===== config.mk =====
export PLATFORM = sky130hd
export DESIGN_NAME = spi_bus_arbiter
export DESIGN_NICKNAME = d
export VERILOG_FILES = /design/src/rtl/spi_bus_arbiter.sv
export SDC_FILE = /design/constraint.sdc
export NUM_CORES = 1
export LEC_CHECK = 0
export CORE_UTILIZATION = 35
export CTS_CLUSTER_SIZE = 40
export DETAILED_ROUTE_END_ITERATION = 7
export DONT_BUFFER_PORTS = 1
export SYNTH_ARGS = -nofsm -noshare
export SYNTH_HDL_FRONTEND = slang
export SYNTH_SLANG_ARGS = --single-unit

===== constraint.sdc =====
create_clock -name clk_sys_i -period 3.35 [get_ports clk_sys_i]
set_clock_uncertainty 0.1 [all_clocks]
set_input_delay 0.335 -clock clk_sys_i [delete_from_list [all_inputs] [get_ports clk_sys_i]]
set_output_delay 0.335 -clock clk_sys_i [all_outputs]
set_load 0.1 [all_outputs]

===== src/rtl/spi_bus_arbiter.sv =====
// Round-robin arbiter that lets NumReq requesters share a single SPI engine.
// Each transaction is framed by chip-select setup and hold phases around the grant.
module spi_bus_arbiter #(
  parameter int NumReq        = 4,
  parameter int CsSetupCycles = 2,
  parameter int CsHoldCycles  = 2
) (
  input  logic                  clk_sys_i,
  input  logic                  rst_sys_ni,
  input  logic [NumReq-1:0]     req_i,
  output logic [NumReq-1:0]     gnt_o,
  input  logic [NumReq-1:0]     tx_valid_i,
  input  logic [NumReq*8-1:0]   tx_data_i,
  output logic [NumReq-1:0]     tx_ready_o,
  output logic [NumReq-1:0]     rx_valid_o,
  output logic [7:0]            rx_data_o,
  output logic                  eng_tx_valid_o,
  output logic [7:0]            eng_tx_data_o,
  input  logic                  eng_tx_ready_i,
  input  logic                  eng_rx_valid_i,
  input  logic [7:0]            eng_rx_data_i,
  input  logic                  eng_busy_i,
  output logic [NumReq-1:0]     cs_no
);

  localparam int IdxW = $clog2(NumReq);
  localparam logic [NumReq-1:0] OneHot0 = {{(NumReq-1){1'b0}}, 1'b1};

  typedef logic [IdxW-1:0] idx_t;
  typedef logic [IdxW:0]   cand_t;

  typedef enum logic [1:0] {
    StIdle,
    StSetup,
    StActive,
    StHold
  } state_e;

  state_e                state_q;
  idx_t                  last_q;
  idx_t                  pick_d;
  cand_t                 cand;
  logic [3:0]            cnt_q;
  logic [NumReq-1:0]     gnt_q;
  logic [NumReq-1:0]     cs_n_q;
  logic                  owner_req;
  logic [7:0]            tx_byte;

  // Round-robin search starting just after the previous winner, wrapping once.
  always_comb begin
    pick_d = last_q;
    cand   = '0;
    for (int k = NumReq; k >= 1; k--) begin
      cand = {1'b0, last_q} + cand_t'(k);
      if (cand >= cand_t'(NumReq)) begin
        cand = cand - cand_t'(NumReq);
      end
      if (req_i[cand[IdxW-1:0]]) begin
        pick_d = cand[IdxW-1:0];
      end
    end
  end

  // last_q doubles as the current owner from SETUP through HOLD.
  always_ff @(posedge clk_sys_i or negedge rst_sys_ni) begin
    if (!rst_sys_ni) begin
      state_q <= StIdle;
      last_q  <= idx_t'(NumReq - 1);
      cnt_q   <= '0;
      gnt_q   <= '0;
      cs_n_q  <= '1;
    end else begin
      case (state_q)
        StIdle: begin
          if (|req_i) begin
            last_q  <= pick_d;
            cs_n_q  <= ~(OneHot0 << pick_d);
            cnt_q   <= 4'(CsSetupCycles - 1);
            state_q <= StSetup;
          end
        end
        StSetup: begin
          if (cnt_q == 4'd0) begin
            gnt_q   <= OneHot0 << last_q;
            state_q <= StActive;
          end else begin
            cnt_q <= cnt_q - 4'd1;
          end
        end
        StActive: begin
          if (!owner_req && !eng_busy_i) begin
            gnt_q   <= '0;
            cnt_q   <= 4'(CsHoldCycles - 1);
            state_q <= StHold;
          end
        end
        StHold: begin
          if (cnt_q == 4'd0) begin
            cs_n_q  <= '1;
            state_q <= StIdle;
          end else begin
            cnt_q <= cnt_q - 4'd1;
          end
        end
        default: state_q <= StIdle;
      endcase
    end
  end

  // gnt_q is non-zero only in ACTIVE, so it also serves as the datapath select.
  assign owner_req = |(req_i & gnt_q);

  always_comb begin
    tx_byte = '0;
    for (int n = 0; n < NumReq; n++) begin
      tx_byte = tx_byte | (tx_data_i[8*n +: 8] & {8{gnt_q[n]}});
    end
  end

  assign eng_tx_valid_o = owner_req & (|(tx_valid_i & gnt_q));
  assign eng_tx_data_o  = tx_byte;
  assign tx_ready_o     = (owner_req && eng_tx_ready_i) ? gnt_q : '0;
  assign rx_valid_o     = eng_rx_valid_i ? gnt_q : '0;
  assign rx_data_o      = eng_rx_data_i;
  assign gnt_o          = gnt_q;
  assign cs_no          = cs_n_q;

endmodule

==> reports/results.txt, run 1 <==
Register area share after synthesis: 28.6%
Postcts setup bufs: 0
Number of synthesized flops with an enable pin: 0
Most frequent cell after synthesis: a22oi_1
Min Tclk post-route: 2.40 ns
Via count of the first global-routing pass: 1203
Area of the die: 4330 µm²
Fin. max-slew vios: 0
Initial Utilization: 37.8%
Layout overhead on the synthesized area: 13.2%
Crit path capture type: register
CTS Buf Count: 3
H-Tree Depth: 1
IO Port Bufs: 0
Worst Setup Start Kind: register
Via count: 1237
Final ANT Viol Nets: 0
Die H: 65.8 µm
Data required time of the worst path: 3.45 ns
Tightest Hold Check Type: input pin to register
Critical path arrival: 2.50 ns
DRT iter0 DRCs: 27
Main flop type after synthesis: dfrtp_1
#FFs+latches synth: 16
Status: finished clean
Synth top area share: 17.5%
Final Hold Vio Count: 0
Fill count: 370
Nets: 234
PostCTS Resize Cnt: 0
Core box area: 3770 µm²
Max Cap Viol: 0
Final period utilization: 71.7%
Die X-Extent: 65.8 µm
Cell taking the most area after synthesis: dfrtp_1
Critical path class: register to register
Synthesized Nets: 222
CP Buf/Inv Count: 1
Unrepaired setup endpoints after global routing: no
Clk sinks: 16
Clock Tree Root: clkbuf_8
Worst Tran Pin Value: 0.745 ns
# diodes: 0
I/O Pins: 86
Clk Latency, worst-skew pair: 0.26 ns
Initial antenna violation count: 0
TNS Setup: 0 ns
Ys Warns: 0
Cell Area, Synth: 1430 µm²
CP top delay family: flip-flops
Highest clock rate: 416 MHz
Final setup viols: 0
WL final: 3500 µm
Clk slew on worst S/H paths: 0.07 ns
CTS tree: done
Largest net degree at the start of global routing: 17
Worst Path Max Fanout: 12
CP max-delay cell: dfstp_2
Hpwl dp: 2750 µm
Synth unique cells: 32
Total GRT Usage: 16.2%
Max clock buf depth: 2
Synth async-reset ratio: 100%
Vias per cell: 5.70
First-pass GRT wire length: 5350 µm
Total gr overflow: 0
Slew headroom: 49.9%
Synth top cells by count: a22oi_1 (19), nand2_1 (15), ha_1 (11), dfrtp_1 (10), nor2_1 (9)
Cell count after synthesis: 158
Avg Cell Area, Syn: 9.03 µm²
Routed wire per std cell: 16.1 µm
DR DRC count: 0
CP peak stage delay: 0.66 ns
Drt pass-1 iters: 6
Area contributors post-synth: dfrtp_1 (18%), dfstp_2 (11%), a22oi_1 (10%)
Layout cells sized above 1: 25.4%
Placement row count: 22
Global placement routability congestion: 0.775
Crit-path cells: inv_1, ha_1, nor3b_1, o32ai_1, nand2b_1, o22a_1
cells by family after synthesis:
kind of cell / Yosys count / share of synthesized area, %
AOI/OAI and AO/OA: 46 / 24.7
adders and majority gates: 11 / 9.65
buffers and inverters: 21 / 7.72
DFF: 16 / 28.6
muxes: 16 / 12.3
and+or+nand+nor: 48 / 17.0
worst paths after layout:
kind	start	endpoint	slack, ns	depth (start not counted)
max	last_q[0]$_DFFE_PN1P_	cs_no[3]$_DFFE_PN1P_	0.95	6
min	req_i[3]	cs_no[1]$_DFFE_PN1P_	0.37	3
max reg2reg	last_q[0]$_DFFE_PN1P_	cs_no[3]$_DFFE_PN1P_	0.95	6
min reg2reg	last_q[1]$_DFFE_PN1P_	last_q[1]$_DFFE_PN1P_	0.46	2
max in group asynchronous	rst_sys_ni	gnt_o[1]$_DFFE_PN0P_	2.20	1
min in group asynchronous	rst_sys_ni	cnt_q[2]$_DFFE_PN0P_	0.48	1
sequential cells by signal, summed over array words and instances, names as in the netlist:
register	cells
cnt_q	4
cs_no	4
gnt_o	4
last_q	2
state_q	2
worst min-delay path, cell delays in order:
cell and delay, ns:
mux2_2 0.13, a22oi_2 0.08, a21oi_1 0.14
stage by stage:
| stage | worst slack (ns) | utilization, % | hold slack (ns) | cells | cell area, µm² |
|---|---|---|---|---|---|
| 3_5_place_dp | 0.959 | 41.4 | -0.0601 | 212 | 1560 |
| 5_1_grt | 0.758 | 42.8 | 0.396 | 217 | 1620 |
| 4_1_cts | 0.945 | 42.8 | 0.375 | 217 | 1620 |
| 6_report | 0.949 | 42.8 | 0.372 | 217 | 1620 |
| 2_1_floorplan | 0.105 | - | -0.0606 | 158 | 1430 |
| 3_3_place_gp | 1.08 | 41.4 | -0.0600 | 212 | 1560 |
cell type report:
type                    instances  area, µm²  share of cell area, %
flip-flops and latches         16        408                   25.3
clock buffers                   4       45.0                   2.79
well taps                      48       60.1                   3.72
multi-input cells             121        912                   56.5
inverters                       6       22.5                   1.39
repair buffers                 22        168                   10.4
routing by layer:
| layer | global-route usage (%) | wire (µm) |
|---|---|---|
| met1 | 16.3 | 1300 |
| met2 | 31.5 | 1840 |
| met5 | 0 | 0 |
| met4 | 6.52 | 46 |
| met3 | 3.62 | 309 |
layout by cell type (no fill, tap or decap), drive strengths merged:
| cell type | instances |
|---|---|
| mux2i | 7 |
| inv | 6 |
| o211ai | 1 |
| a221o | 2 |
| mux2 | 9 |
| nor2b | 7 |
| a31oi | 1 |
| or3b | 1 |
| a21boi | 1 |
| dlygate4sd3 | 1 |
| o31ai | 1 |
| and2 | 8 |
| nor4 | 2 |
| a22o | 4 |
| clkbuf | 4 |
| buf | 21 |
| nor2 | 9 |
| o22a | 2 |
| dfrtp | 10 |
| a22oi | 20 |
| ha | 11 |
| a21oi | 5 |
| a32o | 1 |
| o21ai | 7 |
| nand2 | 15 |
| nor3 | 2 |
| o32ai | 1 |
| nor3b | 2 |
| nand2b | 2 |
| dfstp | 6 |
repair_timing:
| item | in CTS | in global routing |
|---|---|---|
| hold endpoints to repair | 16 | 0 |
| hold buffers | 1 | 0 |
| setup endpoints to repair | 0 | 0 |
Power of run 1 is not shown: default switching activity piles up to over one toggle a cycle in this logic, so the estimate is an artifact.
==> run 2: changes to the inputs <==
clock period = 2.4 ns   (was 3.35 ns; I/O delays follow)
==> run 2 against run 1 <==
Compared with the run above: design area grew 15%; setup slack got worse by 0.73 ns; maximum frequency grew 9.8%; flip-flop and latch count unchanged; worst hold slack worse by 0.083 ns; sequential share of layout area decreased by 3.3 points; global-route usage increased by 1.4 points; critical path depth unchanged; via count is 2.7% higher; register-to-register slack got worse by 0.73 ns; die area did not move; non-clock buffer count grew 3.
==> reports/results.txt, run 2 (synthesis gave the netlist of run 1 again) <==
Final period utilization: 91.1%
Via count: 1270
Commonest non-fill, non-tap cell in the layout: a22oi_1
Most frequent cells in the layout: a22oi_1 (19), buf_12 (17), nand2_1 (15), ha_1 (11), dfrtp_1 (10)
Non-filler cells, final: 220
Placement row count: 22
Final setup viols: 0
WL final: 3700 µm
Highest clock rate: 457 MHz
Post-route cell area: 1860 µm²
Total GRT Usage: 17.6%
Die X-Extent: 65.8 µm
PostCTS Resize Cnt: 0
Crit-path cells: inv_1, ha_1, nor3b_1, o32ai_1, nand2_1, o22a_1
Nets: 237
Drt pass-1 iters: 4
Data required time of the worst path: 2.48 ns
Tightest Hold Check Type: input pin to register
WHS: 0.289 ns
Unrepaired setup endpoints after global routing: no
DRT iter0 DRCs: 38
Initial antenna violation count: 0
Cell Area, Placed: 1800 µm²
Worst Setup Start Kind: register
Crit path capture type: register
Fin. max-slew vios: 0
CP max-delay cell: dfstp_2
Initial Utilization: 37.8%
Global placement routability congestion: 0.811
Critical path arrival: 2.26 ns
IO Port Bufs: 0
Max clock buf depth: 2
I/O Pins: 86
Clk sinks: 16
Max Cap Viol: 0
Critical path class: register to register
Status: finished clean
TNS Setup: 0 ns
Fill count: 335
Area of the die: 4330 µm²
Routed wire per std cell: 16.8 µm
Layout overhead on the synthesized area: 30.3%
CP Buf/Inv Count: 1
Final ANT Viol Nets: 0
CP peak stage delay: 0.53 ns
Final Hold Vio Count: 0
Die H: 65.8 µm
Clk slew on worst S/H paths: 0.06 ns
CP top delay family: compound AO/OA/AOI/OAI gates
DR DRC count: 0
CTS Buf Count: 3
Clk Latency, worst-skew pair: 0.25 ns
Core box area: 3770 µm²
Postcts setup bufs: 0
Hpwl dp: 3030 µm
Min Tclk post-route: 2.19 ns
Placed Cells: 215
Largest net degree at the start of global routing: 17
Clock Tree Root: clkbuf_8
# diodes: 0
Worst Path Max Fanout: 9
H-Tree Depth: 1
Total gr overflow: 0
Vias per cell: 5.77
First-pass GRT wire length: 5910 µm
Layout cells sized above 1: 30.2%
Worst Tran Pin Value: 0.738 ns
Slew headroom: 50.6%
Via count of the first global-routing pass: 1272
CTS tree: done
run 2: changes by cell type in the layout (fill, tap and decap cells not counted), sizes merged:
cell	change
buf	+3
run 2: cell type report:
class                   instances  area (µm²)  area share [%]
inverters                       6        22.5            1.21
well taps                      48        60.1            3.23
multi-input cells             121         920            49.5
repair buffers                 25         403            21.7
flip-flops and latches         16         408            22.0
clock buffers                   4        45.0            2.42
run 2: worst reg2reg max path: stages (launching register included):
cell	delay (ns)
dfstp_2	0.53
inv_1	0.07
ha_1	0.42
nor3b_1	0.19
o32ai_1	0.52
nand2_1	0.11
o22a_1	0.18
run 2: final timing paths:
| path | from | to | slack [ns] | cells past startpoint |
|---|---|---|---|---|
| worst max-delay path | last_q[0]$_DFFE_PN1P_ | cs_no[2]$_DFFE_PN1P_ | 0.21 | 6 |
| worst min-delay path | req_i[3] | cs_no[1]$_DFFE_PN1P_ | 0.29 | 3 |
| worst max register to register | last_q[0]$_DFFE_PN1P_ | cs_no[2]$_DFFE_PN1P_ | 0.21 | 6 |
| worst min register to register | cnt_q[1]$_DFFE_PN0P_ | cnt_q[1]$_DFFE_PN0P_ | 0.45 | 1 |
| max in group asynchronous | rst_sys_ni | gnt_o[3]$_DFFE_PN0P_ | 1.34 | 1 |
| min in group asynchronous | rst_sys_ni | cnt_q[1]$_DFFE_PN0P_ | 0.39 | 1 |
run 2: per-layer routing:
| layer | wire length (µm) | vias to the layer above | GRT usage [%] |
|---|---|---|---|
| li1 | - | 594 | - |
| met4 | 95 | 0 | 8.42 |
| met5 | 0 | - | 0 |
| met2 | 1940 | 48 | 32.7 |
| met3 | 294 | 14 | 3.62 |
| met1 | 1370 | 614 | 18.6 |
run 2: per-stage QoR:
step,util [%],setup slack [ns]
floorplan,-,-0.123
global placement,47.8,0.334
detailed placement,47.8,0.220
CTS,49.3,0.209
global route,49.3,0.0533
finish,49.3,0.214
run 2: what timing repair did:
action,4_1_cts,5_1_grt
hold buffers,1,0
endpoints found under the setup margin,0,0
endpoints found under the hold margin,16,0
Power of run 2 is left out for the same reason.
